**src/rtl/addsub_chunked_seq.sv**
```systemverilog
// Multi-cycle add/subtract unit with SF/CF/OF/PF/ZF flags.
// Each RUN cycle adds one CHUNK-wide slice, LSB first, through a carry register.
module addsub_chunked_seq #(
  parameter int WIDTH = 64,
  parameter int CHUNK = 16
) (
  input  logic             clk,
  input  logic             rst,
  input  logic             in_valid,
  output logic             in_ready,
  input  logic [WIDTH-1:0] A,
  input  logic [WIDTH-1:0] B,
  input  logic [1:0]       op,
  input  logic             cin,
  output logic             out_valid,
  input  logic             out_ready,
  output logic [WIDTH-1:0] result,
  output logic             SF,
  output logic             CF,
  output logic             OF,
  output logic             PF,
  output logic             ZF
);

  localparam int NCHUNK = WIDTH / CHUNK;
  localparam int IDX_W  = (NCHUNK > 1) ? $clog2(NCHUNK) : 1;

  typedef enum logic [1:0] {IDLE, RUN, DONE} state_t;

  state_t           state_q, state_d;
  logic [IDX_W-1:0] idx_q;
  logic [WIDTH-1:0] a_q, bx_q, acc_q;
  logic             carry_q, zero_q;
  logic             load, step, last;
  logic [CHUNK:0]   csum;
  logic [WIDTH-1:0] acc_nx;

  // Operands shift right each step so the active slice is always bits [CHUNK-1:0];
  // the partial result shifts in from the top and is complete after the last chunk.
  assign last   = (idx_q == IDX_W'(NCHUNK - 1));
  assign csum   = {1'b0, a_q[CHUNK-1:0]} + {1'b0, bx_q[CHUNK-1:0]} + (CHUNK+1)'(carry_q);
  assign acc_nx = (acc_q >> CHUNK) | (WIDTH'(csum[CHUNK-1:0]) << (WIDTH - CHUNK));

  // NOTE: state and datapath registers use non-blocking assignments so every flop
  // samples pre-edge values regardless of block ordering.
  always_ff @(posedge clk or posedge rst) begin
    if (rst) state_q <= IDLE;
    else     state_q <= state_d;
  end

  // NOTE: every signal driven here gets a default first, so no path leaves one
  // unassigned and no latch is inferred.
  always_comb begin
    state_d   = state_q;
    in_ready  = 1'b0;
    out_valid = 1'b0;
    load      = 1'b0;
    step      = 1'b0;
    case (state_q)
      IDLE: begin
        in_ready = 1'b1;
        if (in_valid) begin
          load    = 1'b1;
          state_d = RUN;
        end
      end
      RUN: begin
        step = 1'b1;
        if (last) state_d = DONE;
      end
      DONE: begin
        out_valid = 1'b1;
        if (out_ready) state_d = IDLE;
      end
      default: state_d = IDLE;
    endcase
  end

  // NOTE: the whole datapath is reset, not just control, because result and
  // flags must read zero after a reset, including one that aborts an op.
  always_ff @(posedge clk or posedge rst) begin
    if (rst) begin
      idx_q   <= '0;
      a_q     <= '0;
      bx_q    <= '0;
      acc_q   <= '0;
      carry_q <= 1'b0;
      zero_q  <= 1'b0;
      result  <= '0;
      SF      <= 1'b0;
      CF      <= 1'b0;
      OF      <= 1'b0;
      PF      <= 1'b0;
      ZF      <= 1'b0;
    end else if (load) begin
      idx_q   <= '0;
      a_q     <= A;
      bx_q    <= B ^ {WIDTH{op[0]}};
      carry_q <= op[1] ? cin : op[0];
      zero_q  <= 1'b1;
      acc_q   <= '0;
    end else if (step) begin
      idx_q   <= idx_q + 1'b1;
      a_q     <= a_q >> CHUNK;
      bx_q    <= bx_q >> CHUNK;
      carry_q <= csum[CHUNK];
      zero_q  <= zero_q & (csum[CHUNK-1:0] == '0);
      acc_q   <= acc_nx;
      if (last) begin
        // Top slice of the operands is still in [CHUNK-1:0] here.
        result <= acc_nx;
        SF     <= acc_nx[WIDTH-1];
        CF     <= csum[CHUNK];
        OF     <= (a_q[CHUNK-1] == bx_q[CHUNK-1]) && (acc_nx[WIDTH-1] != a_q[CHUNK-1]);
        PF     <= ~^acc_nx[7:0];
        ZF     <= zero_q & (csum[CHUNK-1:0] == '0);
      end
    end
  end

endmodule

```
**config.mk**
```make
export PLATFORM = sky130hd
export DESIGN_NAME = addsub_chunked_seq
export DESIGN_NICKNAME = d
export VERILOG_FILES = /design/src/rtl/addsub_chunked_seq.sv
export SDC_FILE = /design/constraint.sdc
export NUM_CORES = 1
export LEC_CHECK = 0
export CAP_MARGIN = 20
export CORE_MARGIN = 10
export CORE_UTILIZATION = 45
export DETAILED_ROUTE_END_ITERATION = 8
export PLACE_DENSITY = 0.74
export SETUP_SLACK_MARGIN = 0.1
export SYNTH_ARGS = -nofsm -noshare
export SYNTH_HDL_FRONTEND = slang
export SYNTH_SLANG_ARGS = --single-unit
```
**constraint.sdc**
```tcl
create_clock -name clk -period 9.82 [get_ports clk]
set_input_delay 2.946 -clock clk [delete_from_list [all_inputs] [get_ports clk]]
set_output_delay 2.946 -clock clk [all_outputs]
set_load 0.005 [all_outputs]
```
==> results.md <==
Clock tree:
- Hold repair after CTS inserted 0 buffers.
- The TritonCTS sink count is between 200 and 300.
- The number of gates resized after cts is 0.
- The later-pin clock latency in the skew report is about 530 ps.
- The longest clock path from root to sink contains 3 buffers.
- TritonCTS built the clock tree.
- The cell sitting at the root of the clock tree is a sky130_fd_sc_hd__clkbuf_16.
- Buffers added to address setup during post-CTS repair amount to 0.
- In this run, CTS created clock tree buffers numbering 27.
- In this run the number of H-tree levels came out at 1.
- After clock tree synthesis, the clock-pin slew on the worst setup and hold paths is about 60 ps.

Logic synthesis:
- After synthesis, the netlist uses 56 different library cells.
- By area the synthesized netlist is led by sky130_fd_sc_hd__dfrtp_1 (54%), sky130_fd_sc_hd__nand2_1 (9.0%), sky130_fd_sc_hd__mux2_2 (4.9%).
- The share of the Yosys chip area taken by registers is 0.544.
- The average instance in the mapped netlist occupies approximately 10 µm².
- The post-synthesis cell type with the largest combined area is sky130_fd_sc_hd__dfrtp_1.
- The synthesized area is ~11,000 µm².
- The instance count of the mapped netlist is roughly 1,200.
- In the synthesized netlist the async set-or-reset flop fraction comes to 1.00.
- When the netlist entered floorplanning its net count stood at 1,303.
- The main flop type after synthesis is sky130_fd_sc_hd__dfrtp_1.
- The count of state elements after synthesis is 250.
- The total number of yosys warnings is 0.
- The number of flops mapped to enable cells by yosys is 0.
- The share of synthesized area in the top cell type comes to 0.544.

Cells and area:
- After the flow finishes, the layout carries non-filler instances totaling 1,660.
- The utilization after layout is 0.586.
- The final layout net count is between 1,000 and 1,500.
- The layout-stage area growth over the synthesis result is 28.4%.
- The area used by multi-input combinational logic is 4920 µm².
- With fillers left out, the area of the finished cells amounts to between 10,000 and 15,000 µm².
- The fill cell total of the finished layout is approximately 2,100.
- The layout cell share with drive strength beyond 1 is 0.0926.
- Summing all flip-flop and latch instances after layout gives 6260 µm².

STA:
- The achievable clock frequency is 0.207 GHz.
- The number of max-slew violations in the final report came to 0.
- In the finished design, the share of the clock period the worst path needs comes to 0.493.
- Counting I/O delays and the setup requirement, the final critical path takes roughly 4800 ps.
- The hold violation total from the final report was 0.
- The slew at the pin with the worst max-slew slack is between 1000 and 1500 ps.
- The post-route clock skew is about 17 ps.
- The accumulated negative setup slack is 0 ps.
- Headroom to the max-slew limit came out at 0.305.
- Setup repair after global routing left no endpoint under its margin.
- The number of setup violations in the final report is 0.

Power:
- Summed over all cells, the static leakage comes to between 6 and 7 nW.
- The power per cell area is between 300 and 400 nW/µm².
- VDD sags by at most ~0.17 mV.

Detailed routing:
- The violation count after the first detailed-route iteration is ~800.
- Detailed routing inserted a total of roughly 9,000 vias.
- The first TritonRoute pass finished after 5 iterations.
- The final wirelength is 29.9 mm.
- The via-per-instance ratio is around 5.4.
- After detailed routing, the number of remaining DRC violations is 0.
- The number of antenna-violating nets in the routed design is 0.
- In the final routed layout, each cell accounts on average for ~18 µm.

Global route:
- The maximum number of pins on one net before global-route repair is 135.
- The overall routing resource usage is 0.176.
- For this run the aggregate overflow at the end of global routing stands at 0.
- The wire length of the first global-routing pass is slightly below 50 mm.
- The via count of the first global-routing pass is about 9,000.
- The number of antenna violations at the first check in global routing is 2.

Critical path:
- Data arrives at the worst endpoint at ~1900 ps.
- Along the worst path, the maximum fanout reaches 6.
- The flop-to-flop setup slack is about 6400 ps.
- The category of the worst setup path capture point is an output port.
- The path type of the worst setup path is reg -> out.
- The sort of element at the start of the critical path is a register.
- Data on the critical path is required at its endpoint by 6870 ps.

Place:
- After detailed placement, the design holds a cell count of roughly 1,600.
- The placed cell area is around 14,000 µm².
- The HPWL reported at the end of detailed placement is approximately 21 mm.
- The number of input and output port buffers inserted is 205.
- The congestion estimate from routability-driven global placement came to a little over 0.8.

Flow run:
- The tool flagged a number of max-cap violations equal to 0.

Floorplanning:
- The horizontal die dimension is approximately 180 µm.
- The number of core rows is 58.
- In this run the count of I/O pins placed on the die edge is 206.
- After floorplanning, the core was sized to cover ~25,000 µm².
- The starting density of the core is 0.457.
- The die area is roughly 32,000 µm².
- The floorplan step set the die height to approximately 180 µm.

Run status:
- The run finished with clean final reports.

Worst hold path:
- The min-delay analysis places its worst path in the category reg -> reg.
==> worst max-delay path, cell delays in order, from the launching register on <==
cell	delay, ps
sky130_fd_sc_hd__dfrtp_1	460
sky130_fd_sc_hd__nor2_1	310
sky130_fd_sc_hd__clkdlybuf4s50_1	590
==> cells by family (layout without fill, tap and decap cells) <==
| kind of cell | Yosys count | in the layout | synth area share |
|---|---|---|---|
| DFF | 250 | 250 | 0.544 |
| AOI/OAI and AO/OA | 250 | 250 | 0.145 |
| xor gates and xnor gates | 81 | 81 | 0.0617 |
| and+or+nand+nor | 405 | 405 | 0.145 |
| buffers and inverters | 92 | 271 | 0.0311 |
| muxes | 54 | 54 | 0.0524 |
| adders and majority gates | 18 | 18 | 0.0209 |
| other | 0 | 1 | 0 |
==> metal layers <==
metal  wire length [µm]  vias up  track usage
met5                  0        -            0
met4                448        0       0.0384
met3               1970       37       0.0454
met2              14600      257        0.290
met1              12900     4353        0.228
li1                   -     4280            -
==> final timing paths <==
check / start / end / cells past startpoint
min: a_q[26]$_DFFE_PP0P_ / a_q[26]$_DFFE_PP0P_ / 2
min in group asynchronous: rst / a_q[63]$_DFFE_PP0P_ / 2
max: state_q[0]$_DFFE_PP0P_ / in_ready / 2
max in group asynchronous: rst / bx_q[9]$_DFFE_PP0P_ / 4
max reg2reg: a_q[0]$_DFFE_PP0P_ / ZF$_DFFE_PP0P_ / 9
min reg2reg: a_q[26]$_DFFE_PP0P_ / a_q[26]$_DFFE_PP0P_ / 2
==> Yosys cell counts, drive strengths merged, types with 3 or more instances <==
cell type and number:
clkbuf 62, a21oi 13, nand2 277, buf 23, nor3b 4, a21o 5
inv 7, nand2b 4, a221o 24, a31oi 25, nor3 3, xnor2 53
dfrtp 250, o21ai 107, mux2 50, a2111oi 3, nor2 61, nor2b 4
nand4 3, mux2i 4, and3 7, xor2 28, a22oi 49, a211oi 5
ha 16, nand3 32
==> sequential cells by signal (all words and copies together), names as in the netlist <==
register	cells
bx_q	64
PF	1
state_q	2
CF	1
ZF	1
idx_q	2
carry_q	1
acc_q	48
result	64
OF	1
a_q	64
zero_q	1
==> cells in the final DEF (no fill, tap or decap), types with 4 or more instances in the layout <==
master,synthesis,routed
sky130_fd_sc_hd__a211oi_1,5,5
sky130_fd_sc_hd__a21o_1,4,4
sky130_fd_sc_hd__a21oi_1,13,13
sky130_fd_sc_hd__a221o_1,24,24
sky130_fd_sc_hd__a22oi_1,49,49
sky130_fd_sc_hd__a31oi_1,25,25
sky130_fd_sc_hd__and3_1,4,4
sky130_fd_sc_hd__buf_4,1,6
sky130_fd_sc_hd__bufinv_16,0,5
sky130_fd_sc_hd__clkbuf_1,61,4
sky130_fd_sc_hd__clkbuf_16,0,27
sky130_fd_sc_hd__clkbuf_8,0,5
sky130_fd_sc_hd__clkdlybuf4s50_1,0,204
sky130_fd_sc_hd__clkinv_2,0,7
sky130_fd_sc_hd__dfrtp_1,250,250
sky130_fd_sc_hd__ha_1,16,16
sky130_fd_sc_hd__inv_1,7,6
sky130_fd_sc_hd__mux2_2,50,50
sky130_fd_sc_hd__mux2i_1,4,4
sky130_fd_sc_hd__nand2_1,277,275
sky130_fd_sc_hd__nand3_1,32,32
sky130_fd_sc_hd__nor2_1,61,60
sky130_fd_sc_hd__nor3b_1,4,4
sky130_fd_sc_hd__o21ai_0,105,105
sky130_fd_sc_hd__xnor2_1,53,53
sky130_fd_sc_hd__xor2_1,28,28
==> final cells by class <==
cell class,count,area share
multi-input cells,808,0.334
well taps,330,0.0280
inverters,7,0.00203
flip-flops and latches,250,0.424
diodes,1,0.000170
clock inverters,14,0.0137
clock buffers,36,0.0514
repair buffers,214,0.147
==> metrics by stage <==
step / worst slack (ps) / power [mW] / hold slack, ps
6_report: 4980 / 5.07 / 478
4_1_cts: 4950 / 5.09 / 479
3_3_place_gp: 4500 / 3.91 / 459
2_1_floorplan: 3590 / 3.20 / 446
3_5_place_dp: 4480 / 3.99 / 464
5_1_grt: 4910 / 5.45 / 496
==> power by group <==
| part | switching (mW) | internal, mW | total (mW) |
|---|---|---|---|
| sequential | 0.309 | 1.48 | 1.79 |
| clock | 0.410 | 0.675 | 1.09 |
| combinational | 1.22 | 0.971 | 2.19 |
| total | 1.94 | 3.13 | 5.07 |
No activity file was read; power rests on OpenSTA's default activity.
